==> src/rtl/dac_window_sequencer.sv <==
// rtl/dac_window_sequencer.sv - trigger-edge sequencer for the DAC window discriminator
// Runs a per-sample state counter after a trigger edge and qualifies a condition channel in [start, stop).
module dac_window_sequencer #(
  parameter int NUM_CH = 8,
  parameter int SEL_W  = 3,
  parameter int CNT_W  = 16
) (
  input  logic              state_clk,
  input  logic              reset,
  input  logic              enable,
  input  logic [NUM_CH-1:0] thrsh_in,
  input  logic [SEL_W-1:0]  trig_sel,
  input  logic [SEL_W-1:0]  cond_sel,
  input  logic [CNT_W-1:0]  win_start,
  input  logic [CNT_W-1:0]  win_stop,
  input  logic [CNT_W-1:0]  timeout,
  input  logic [CNT_W-1:0]  holdoff,
  input  logic              clear_count,
  output logic [CNT_W-1:0]  state_counter,
  output logic [1:0]        state_out,
  output logic              busy,
  output logic              hit_pulse,
  output logic              miss_pulse,
  output logic [CNT_W-1:0]  hit_count
);

  typedef enum logic [1:0] {
    IDLE    = 2'b00,
    RUN     = 2'b01,
    HOLDOFF = 2'b10
  } state_t;

  state_t           state_q;
  logic [CNT_W-1:0] cnt_q;
  logic [CNT_W-1:0] hit_count_q;
  logic             busy_q;
  logic             hit_pulse_q;
  logic             miss_pulse_q;
  logic             trig_prev_q;

  logic             trig_lvl;
  logic             trig_edge;
  logic             cond_lvl;
  logic             inwin;
  logic [CNT_W-1:0] cnt_inc_d;
  logic [CNT_W-1:0] hit_inc_d;

  assign trig_lvl  = thrsh_in[trig_sel];
  assign trig_edge = trig_lvl & ~trig_prev_q;
  assign cond_lvl  = thrsh_in[cond_sel];
  assign inwin     = (cnt_q >= win_start) && (cnt_q < win_stop);

  // Both counters stick at all-ones rather than wrapping back to zero.
  assign cnt_inc_d = (cnt_q == '1) ? cnt_q : cnt_q + 1'b1;
  assign hit_inc_d = (hit_count_q == '1) ? hit_count_q : hit_count_q + 1'b1;

  always_ff @(posedge state_clk) begin
    if (reset) begin
      state_q      <= IDLE;
      cnt_q        <= '0;
      hit_count_q  <= '0;
      busy_q       <= 1'b0;
      hit_pulse_q  <= 1'b0;
      miss_pulse_q <= 1'b0;
      trig_prev_q  <= 1'b0;
    end else begin
      trig_prev_q  <= trig_lvl;
      hit_pulse_q  <= 1'b0;
      miss_pulse_q <= 1'b0;
      // Disable outranks any hit or timeout pending in this cycle.
      if (!enable) begin
        state_q <= IDLE;
        busy_q  <= 1'b0;
        cnt_q   <= '0;
      end else begin
        case (state_q)
          IDLE: begin
            cnt_q <= '0;
            if (trig_edge) begin
              state_q <= RUN;
              busy_q  <= 1'b1;
            end
          end
          RUN: begin
            if (cond_lvl && inwin) begin
              hit_pulse_q <= 1'b1;
              hit_count_q <= hit_inc_d;
              cnt_q       <= '0;
              state_q     <= HOLDOFF;
            end else if (cnt_q == timeout) begin
              miss_pulse_q <= 1'b1;
              cnt_q        <= '0;
              state_q      <= HOLDOFF;
            end else begin
              cnt_q <= cnt_inc_d;
            end
          end
          HOLDOFF: begin
            if (cnt_q == holdoff) begin
              state_q <= IDLE;
              busy_q  <= 1'b0;
              cnt_q   <= '0;
            end else begin
              cnt_q <= cnt_inc_d;
            end
          end
          default: begin
            state_q <= IDLE;
            busy_q  <= 1'b0;
            cnt_q   <= '0;
          end
        endcase
      end
      if (clear_count) begin
        hit_count_q <= '0;
      end
    end
  end

  assign state_counter = cnt_q;
  assign state_out     = state_q;
  assign busy          = busy_q;
  assign hit_pulse     = hit_pulse_q;
  assign miss_pulse    = miss_pulse_q;
  assign hit_count     = hit_count_q;

endmodule

==> config.mk <==
export PLATFORM = sky130hd
export DESIGN_NAME = dac_window_sequencer
export DESIGN_NICKNAME = d
export VERILOG_FILES = /design/src/rtl/dac_window_sequencer.sv
export SDC_FILE = /design/constraint.sdc
export NUM_CORES = 1
export LEC_CHECK = 0
export BUFFER_PORTS_ARGS = -buffer_cell sky130_fd_sc_hd__buf_2
export CAP_MARGIN = 20
export CORE_UTILIZATION = 35
export DETAILED_ROUTE_END_ITERATION = 12
export SETUP_SLACK_MARGIN = 0.02
export SLEW_MARGIN = 10
export SYNTH_ARGS = -nofsm -noshare
export SYNTH_HDL_FRONTEND = slang
export SYNTH_SLANG_ARGS = --single-unit
==> constraint.sdc <==
create_clock -name state_clk -period 2.2 [get_ports state_clk]
set_input_delay 0.22 -clock state_clk [delete_from_list [all_inputs] [get_ports state_clk]]
set_output_delay 0.22 -clock state_clk [all_outputs]
set_load 0.02 [all_outputs]
==> results of run 1 <==
-- cells by family after synthesis --
logic type	synth area share [%]
compound gates	15.0
flops	24.5
simple gates	21.7
mux	4.88
buf+inv	6.94
fa+ha+maj	14.5
xor+xnor	12.4
-- synth_stat cells, drive strengths merged (2+ instances only) --
library cell,n,area [µm²]
clkbuf,8,30.0
nand2b,4,25.0
a31o,5,43.8
mux4,4,90.1
nor3,17,85.1
a21oi,20,100
a31oi,4,25.0
nand2,33,124
dfxtp,38,761
nand4,11,68.8
a41o,4,40.0
a2111oi,3,26.3
xnor2,6,52.6
nand3,16,80.1
mux2i,5,50.1
inv,39,146
a211oi,2,27.5
a21o,5,37.5
and2,6,37.5
o221a,2,22.5
and4,2,17.5
ha,36,450
and3,5,31.3
xor2,38,333
buf,5,38.8
nor2b,2,12.5
nor2,23,86.3
o21ai,9,45.0
nor4,10,62.6
-- stage by stage --
stage          setup WS (ps)  util, %  cells  power (mW)  TNS, ps
2_1_floorplan           4.06        -    377       0.834        0
3_3_place_gp            -129     49.8    629       0.953    -1080
3_5_place_dp            -186     49.8    629       0.959    -3400
4_1_cts                 -160     53.2    645        1.47    -3360
5_1_grt                 -207     56.8    646        1.58    -5660
6_report                -140     56.8    646        1.50    -3020
-- worst max-delay path, stage by stage, from the launching register on --
cell and delay (ps):
dfxtp_4 360, ha_4 210, a2111o_1 410, a41oi_2 200, o2111ai_4 180, buf_6 160, a21o_1 190, a21boi_4 210
clkbuf_16 190, nor3_1 50
-- sequential cells by signal (all words and copies together), names as in the netlist --
| signal | count |
|---|---|
| state_out | 2 |
| miss_pulse | 1 |
| hit_pulse | 1 |
| hit_count | 16 |
| trig_prev_q | 1 |
| busy | 1 |
| state_counter | 16 |
-- power groups by stage --
stage	logic (mW)	clock network [mW]	registers, mW
3_5_place_dp	0.255	0	0.703
2_1_floorplan	0.127	0	0.707
3_3_place_gp	0.249	0	0.703
5_1_grt	0.335	0.552	0.688
4_1_cts	0.268	0.517	0.687
6_report	0.304	0.505	0.687
-- cells in the final DEF (no fill, tap or decap), types with 4 or more instances in the layout --
| cell | n |
|---|---|
| buf_2 | 118 |
| buf_4 | 41 |
| inv_1 | 38 |
| xor2_1 | 38 |
| nand2_1 | 32 |
| ha_1 | 25 |
| nor2_1 | 22 |
| dfxtp_1 | 22 |
| nand3_1 | 14 |
| a21oi_1 | 12 |
| nand4_1 | 11 |
| ha_4 | 10 |
| dfxtp_2 | 10 |
| nor4_1 | 9 |
| nor3_1 | 9 |
| a21oi_2 | 8 |
| nor3_2 | 6 |
| clkbuf_8 | 6 |
| buf_6 | 6 |
| dfxtp_4 | 6 |
| and3_1 | 5 |
| a21o_1 | 5 |
| mux2i_1 | 5 |
| and2_1 | 5 |
| o21ai_0 | 4 |
| mux4_2 | 4 |
| a31oi_1 | 4 |
| a41o_1 | 4 |
| xnor2_1 | 4 |
-- final cells by class --
type	count	area, µm²
well taps	105	131
clock buffers	7	86.3
inverters	39	146
multi-input cells	287	2530
repair buffers	169	1060
flip-flops and latches	38	796
clock inverters	1	5.00
fillers	792	3620
-- path summary, 6_finish.rpt --
path,start,to
worst max-delay path,state_counter[1]$_SDFF_PP0_,state_counter[8]$_SDFF_PP0_
worst min-delay path,reset,trig_prev_q$_SDFF_PP0_
worst max register to register,state_counter[1]$_SDFF_PP0_,state_counter[8]$_SDFF_PP0_
worst min register to register,hit_count[1]$_SDFFE_PP0P_,hit_count[1]$_SDFFE_PP0P_
-- routing by layer --
layer / global-route usage [%] / up-vias / share of wire [%] / routed length, µm
li1: - / 1671 / - / -
met1: 26.0 / 1536 / 44 / 4250
met2: 35.2 / 88 / 49 / 4730
met3: 4.66 / 11 / 5.3 / 513
met4: 5.10 / 0 / 1.3 / 128
met5: 0 / - / 0 / 0
-- what timing repair did --
item	CTS	global route
pin swaps	11	28
resized for setup	17	50
gates cloned	2	2
endpoints found under the setup margin	34	36
buffers inserted	6	1
==> qor.csv, run 1 <==
stage,metric,value,unit
pwr,peakVddDrop,0.223,mV
worst_setup_path,worst-setup-path-type,reg2reg,
pwr,combPwrFrac,20.3,%
clock_tree,hold_buffers,0,
pwr,p_sw_share,27.2,%
worst_setup_path,start_kind,flop,
clock_tree,cts_htree_levels,2,
pwr,internal-power,1.09,mW
sta,max_freq,427,MHz
routing,wl,9.63,mm
sta,slew_headroom,41.3,%
sta,holdWs,163,ps
routing,drt_iter0_markers,126,
floorplan,fp.dieArea,9240,µm²
worst_setup_path,r2r_setup_slack,-140,ps
placed_design,postPlaceCellArea,4180,µm²
sta,fin_ws,-140,ps
routing,avgViaCountPerCell,5.12,
synth,synth_seq_cells,38,
floorplan,coreArea,8380,µm²
sta,finClkSkew,15.4,ps
worst_setup_path,r2r_cells,9,
worst_setup_path,cp.required,2330,ps
global_routing,grt_overflow_total,0,
pwr,power_per_cell_area,314,nW/µm²
placed_design,gp_congestion,0.910,
routing,drc,0,
synth,async_flop_share,0,%
status,violations,setup timing,
floorplan,num_io_pins,119,
worst_setup_path,crit_fanout,8,
global_routing,grtUsageTotal,20.6,%
clock_tree,insertion_delay,300,ps
global_routing,grt_max_degree,17,
routing,post_drt_wl_per_cell,14.9,µm
sta,worst_pin_slew,878,ps
placed_design,dp_hpwl,7.31,mm
synth,synth-edff-count,0,
worst_setup_path,worstPathArrival,2470,ps
placed_design,port_buffers,118,
cells_and_area,drive_gt1_share,47.5,%
sta,setup_viol,33,
clock_tree,cts.sinks,38,
synth,synth_ff_type,dfxtp_1,
pwr,clock_power_share,33.7,%
floorplan,initial_utilization,37.0,%
synth,yosys_warnings,0,
clock_tree,cts_tree,done,
cells_and_area,final_area,4760,µm²
routing,dr.pass1.iters,4,
clock_tree,cts-root-buf,clkbuf_8,
synth,yosysSeqAreaShare,24.5,%
floorplan,row_count,33,
cells_and_area,area_growth,53.5,%
global_routing,antenna_found_initial,0,
global_routing,grt_pass1_wl,14.5,mm
synth,ys_types,50,
worst_setup_path,endpoint_kind,flop,
pwr,pwr-share-seq,45.9,%
synth,synth_cells,377,
pwr,switchingPower,0.407,mW
sta,hold_violations,0,
sta,grt_setup_unrepaired,true,
floorplan,die_h,96.1,µm
pwr,leakagePower,2.40,nW
routing,vias,3306,
min_path,holdPathStages,2,
sta,fin_crit_sh,106,%
routing,final_antenna_net_count,0,
clock_tree,path_clk_slew,80,ps
job,cap_violations,0,
cells_and_area,diodes,0,
cells_and_area,final_net_count,658,
clock_tree,cts_inserted_buffers,5,
sta,fin_crit,2340,ps
status,status,"finished, violations left",
global_routing,grt_pass1_vias,3175,
clock_tree,cts_buffer_depth,2,
synth,avgSynthCellArea,8.23,µm²
floorplan,die_w,96.1,µm
synth,synth_fp_nets,495,
sta,drv_slew,0,
synth,synth_area,3100,µm²
min_path,holdCritPathClass,in2reg,
Power figures use the tool's default switching activity.
==> inputs of run 2 (changes only) <==
--- a/config.mk
+++ b/config.mk
@@ -9,7 +9,8 @@
 export CAP_MARGIN = 20
 export CORE_UTILIZATION = 35
 export DETAILED_ROUTE_END_ITERATION = 12
-export SETUP_SLACK_MARGIN = 0.02
+export MAX_ROUTING_LAYER = met4
+export SETUP_SLACK_MARGIN = 0.5
 export SLEW_MARGIN = 10
 export SYNTH_ARGS = -nofsm -noshare
 export SYNTH_HDL_FRONTEND = slang
==> constraint.sdc (replaced) <==
create_clock -name state_clk -period 2.71 [get_ports state_clk]
set_input_delay 0.271 -clock state_clk [delete_from_list [all_inputs] [get_ports state_clk]]
set_output_delay 0.271 -clock state_clk [all_outputs]
set_load 0.02 [all_outputs]
==> qor.csv, run 2 (synthesis results as in run 1) <==
stage,metric,value,unit,change
sta,fin_crit,2340,ps,-4.16 ps
pwr,leakagePower,2.42,nW,+0.53%
floorplan,die_h,96.1,µm,unchanged
placed_design,dp_hpwl,7.09,mm,-3.1%
routing,wl_met3,763,µm,+49%
routing,final_antenna_net_count,0,,unchanged
status,status,"complete, no violations",,
routing,drc,0,,unchanged
global_routing,grt_pass1_vias,3174,,-0.031%
routing,met1_length,4.16,mm,-2.2%
cells_and_area,diodes,0,,unchanged
worst_setup_path,crit_slowest_cell,a2111o_1,,
pwr,power_per_cell_area,293,nW/µm²,-6.9%
clock_tree,cts_tree,done,,
routing,vias,3264,,-1.3%
sta,drv_slew,0,,unchanged
sta,hold_violations,0,,unchanged
sta,slew_headroom,20.0,%,-21 points
floorplan,initial_utilization,37.0,%,unchanged
clock_tree,cts-root-buf,clkbuf_8,,
routing,drt_iter0_markers,74,,-41%
worst_setup_path,r2r_cells,8,,-1
worst_setup_path,r2r_setup_slack,370,ps,+510 ps
floorplan,fp.dieArea,9240,µm²,unchanged
cells_and_area,final_net_count,642,,-2.4%
clock_tree,cts_inserted_buffers,5,,unchanged
sta,max_freq,428,MHz,+0.18%
worst_setup_path,r2r_start,state_counter[1]$_SDFF_PP0_,,
min_path,holdCritPathClass,in2reg,,
placed_design,postPlaceCellArea,3930,µm²,-6.0%
worst_setup_path,path_cells,ha_4 > a2111o_1 > a41oi_2 > o2111ai_4 > a21o_1 > a21boi_4 > clkbuf_16 > nor3_2,,
placed_design,port_buffers,118,,unchanged
worst_setup_path,worstPathArrival,2470,ps,about the same
placed_design,gp_congestion,0.822,,-9.7%
floorplan,coreArea,8380,µm²,unchanged
global_routing,grt_overflow_total,0,,unchanged
routing,avgViaCountPerCell,5.18,,+1.2%
global_routing,antenna_found_initial,0,,unchanged
worst_setup_path,path_delay_family,compound AO/OA/AOI/OAI gates,,
sta,grt_setup_unrepaired,true,,
sta,fin_crit_sh,86.2,%,-20 points
routing,wl,9.65,mm,+0.23%
global_routing,grt_max_degree,17,,unchanged
worst_setup_path,cp-endpoint,state_counter[7]$_SDFF_PP0_,,
sta,worst_pin_slew,1200,ps,+319 ps
floorplan,die_w,96.1,µm,unchanged
routing,routed-wl-met2,4.57,mm,-3.5%
clock_tree,cts_buffer_depth,2,,unchanged
cells_and_area,final_area,4650,µm²,-2.3%
cells_and_area,most-common-layout-cells,"buf_2, inv_1, xor2_1, nand2_1, ha_1",,
job,cap_violations,0,,unchanged
global_routing,grtUsageTotal,22.1,%,+1.5 points
global_routing,grt_pass1_wl,15.1,mm,+3.7%
floorplan,row_count,33,,unchanged
cells_and_area,drive_gt1_share,45.0,%,-2.6 points
cells_and_area,area_growth,50.1,%,
routing,top_layer_used,met4,,
worst_setup_path,cp.depth,8,,-1
worst_setup_path,worstSetupStartpoint,state_counter[1]$_SDFF_PP0_,,
sta,tns,0,ps,+3020 ps
clock_tree,path_clk_slew,80,ps,about the same
clock_tree,cts.sinks,38,,unchanged
worst_setup_path,endpoint_kind,flop,,
pwr,peakVddDrop,0.209,mV,-6.3%
cells_and_area,final_common_cell,buf_2,,
sta,finClkSkew,15.2,ps,-0.284 ps
floorplan,num_io_pins,119,,unchanged
clock_tree,insertion_delay,300,ps,about the same
routing,dr.pass1.iters,4,,unchanged
worst_setup_path,start_kind,flop,,
worst_setup_path,worst-setup-path-type,reg2reg,,
worst_setup_path,cp.required,2840,ps,+510 ps
clock_tree,cts_htree_levels,2,,unchanged
cells_and_area,fillCellCount,777,,-1.9%
worst_setup_path,cp_slowest_stage_delay,450,ps,+40 ps
worst_setup_path,r2r_end,state_counter[7]$_SDFF_PP0_,,
sta,setup_viol,0,,-100%
worst_setup_path,path_buf_inv,1,,-1
worst_setup_path,crit_fanout,8,,unchanged
cells_and_area,finish.utilization,55.5,%,-1.3 points
routing,post_drt_wl_per_cell,15.3,µm,+2.8%
## run 2: cell types whose count changed in the layout (fill, tap and decap cells not counted), sizes merged
cell,before,now
buf,167,152
bufinv,0,1
clkbuf,9,8
clkinv,1,0
## run 2: what timing repair did
action / CTS / global route
gates resized for setup: 37 / 36
endpoints found under the setup margin: 35 / 35
pin swaps: 12 / 23
hold buffers: 0 / 0
buffers inserted: 16 / 4
cloned: 3 / 0
## run 2: worst register-to-register path, delay by kind of cell (launching register included)
family / cells / cell delay, ps
adder cells (fa/ha/maj): 1 / 200
AND/OR/NAND/NOR: 1 / 40
flip-flops: 1 / 370
buffers and inverters: 1 / 210
AO/OA/AOI/OAI: 5 / 1360
## run 2: cell type report
class,instances,area [µm²],area share (%)
inverter,39,146,3.15
multi-input combinational,287,2470,53.1
clock inverter,1,30.0,0.645
clock buffer,7,108,2.31
sequential,38,811,17.4
timing repair buffer,153,955,20.5
tap,105,131,2.82
## run 2: metal layers
metal	track usage, %	up-vias
li1	-	1635
met1	28.3	1511
met2	35.8	105
met3	3.32	13
met4	6.84	0
met5	-	-
## run 2: worst min path at each step
stage,startpoint,endpoint,slack (ps),depth (start not counted)
2_1_floorplan,reset,trig_prev_q$_SDFF_PP0_,340,1
3_3_place_gp,hit_count[10]$_SDFFE_PP0P_,hit_count[10]$_SDFFE_PP0P_,460,2
3_5_place_dp,hit_count[10]$_SDFFE_PP0P_,hit_count[10]$_SDFFE_PP0P_,470,2
4_1_cts,reset,trig_prev_q$_SDFF_PP0_,220,2
5_1_grt,reset,trig_prev_q$_SDFF_PP0_,230,2
6_report,reset,trig_prev_q$_SDFF_PP0_,230,2
## run 2: where the power goes
group	internal, mW	total [mW]	leakage, nW	switching (mW)
Clock	0.356	0.571	0.0696	0.216
Combinational	0.114	0.237	2.03	0.123
Sequential	0.551	0.553	0.319	0.00236
Total	1.02	1.36	2.42	0.341
## run 2: through the flow
step / std cells / hold WS [ps] / power (mW) / worst slack [ps]
after floorplan: 377 / 343 / 0.677 / 502
after global placement: 599 / 456 / 0.763 / 56.6
after detailed placement: 599 / 472 / 0.768 / -43.1
after CTS: 626 / 217 / 1.36 / 372
after global routing: 630 / 226 / 1.42 / 294
final: 630 / 229 / 1.36 / 374
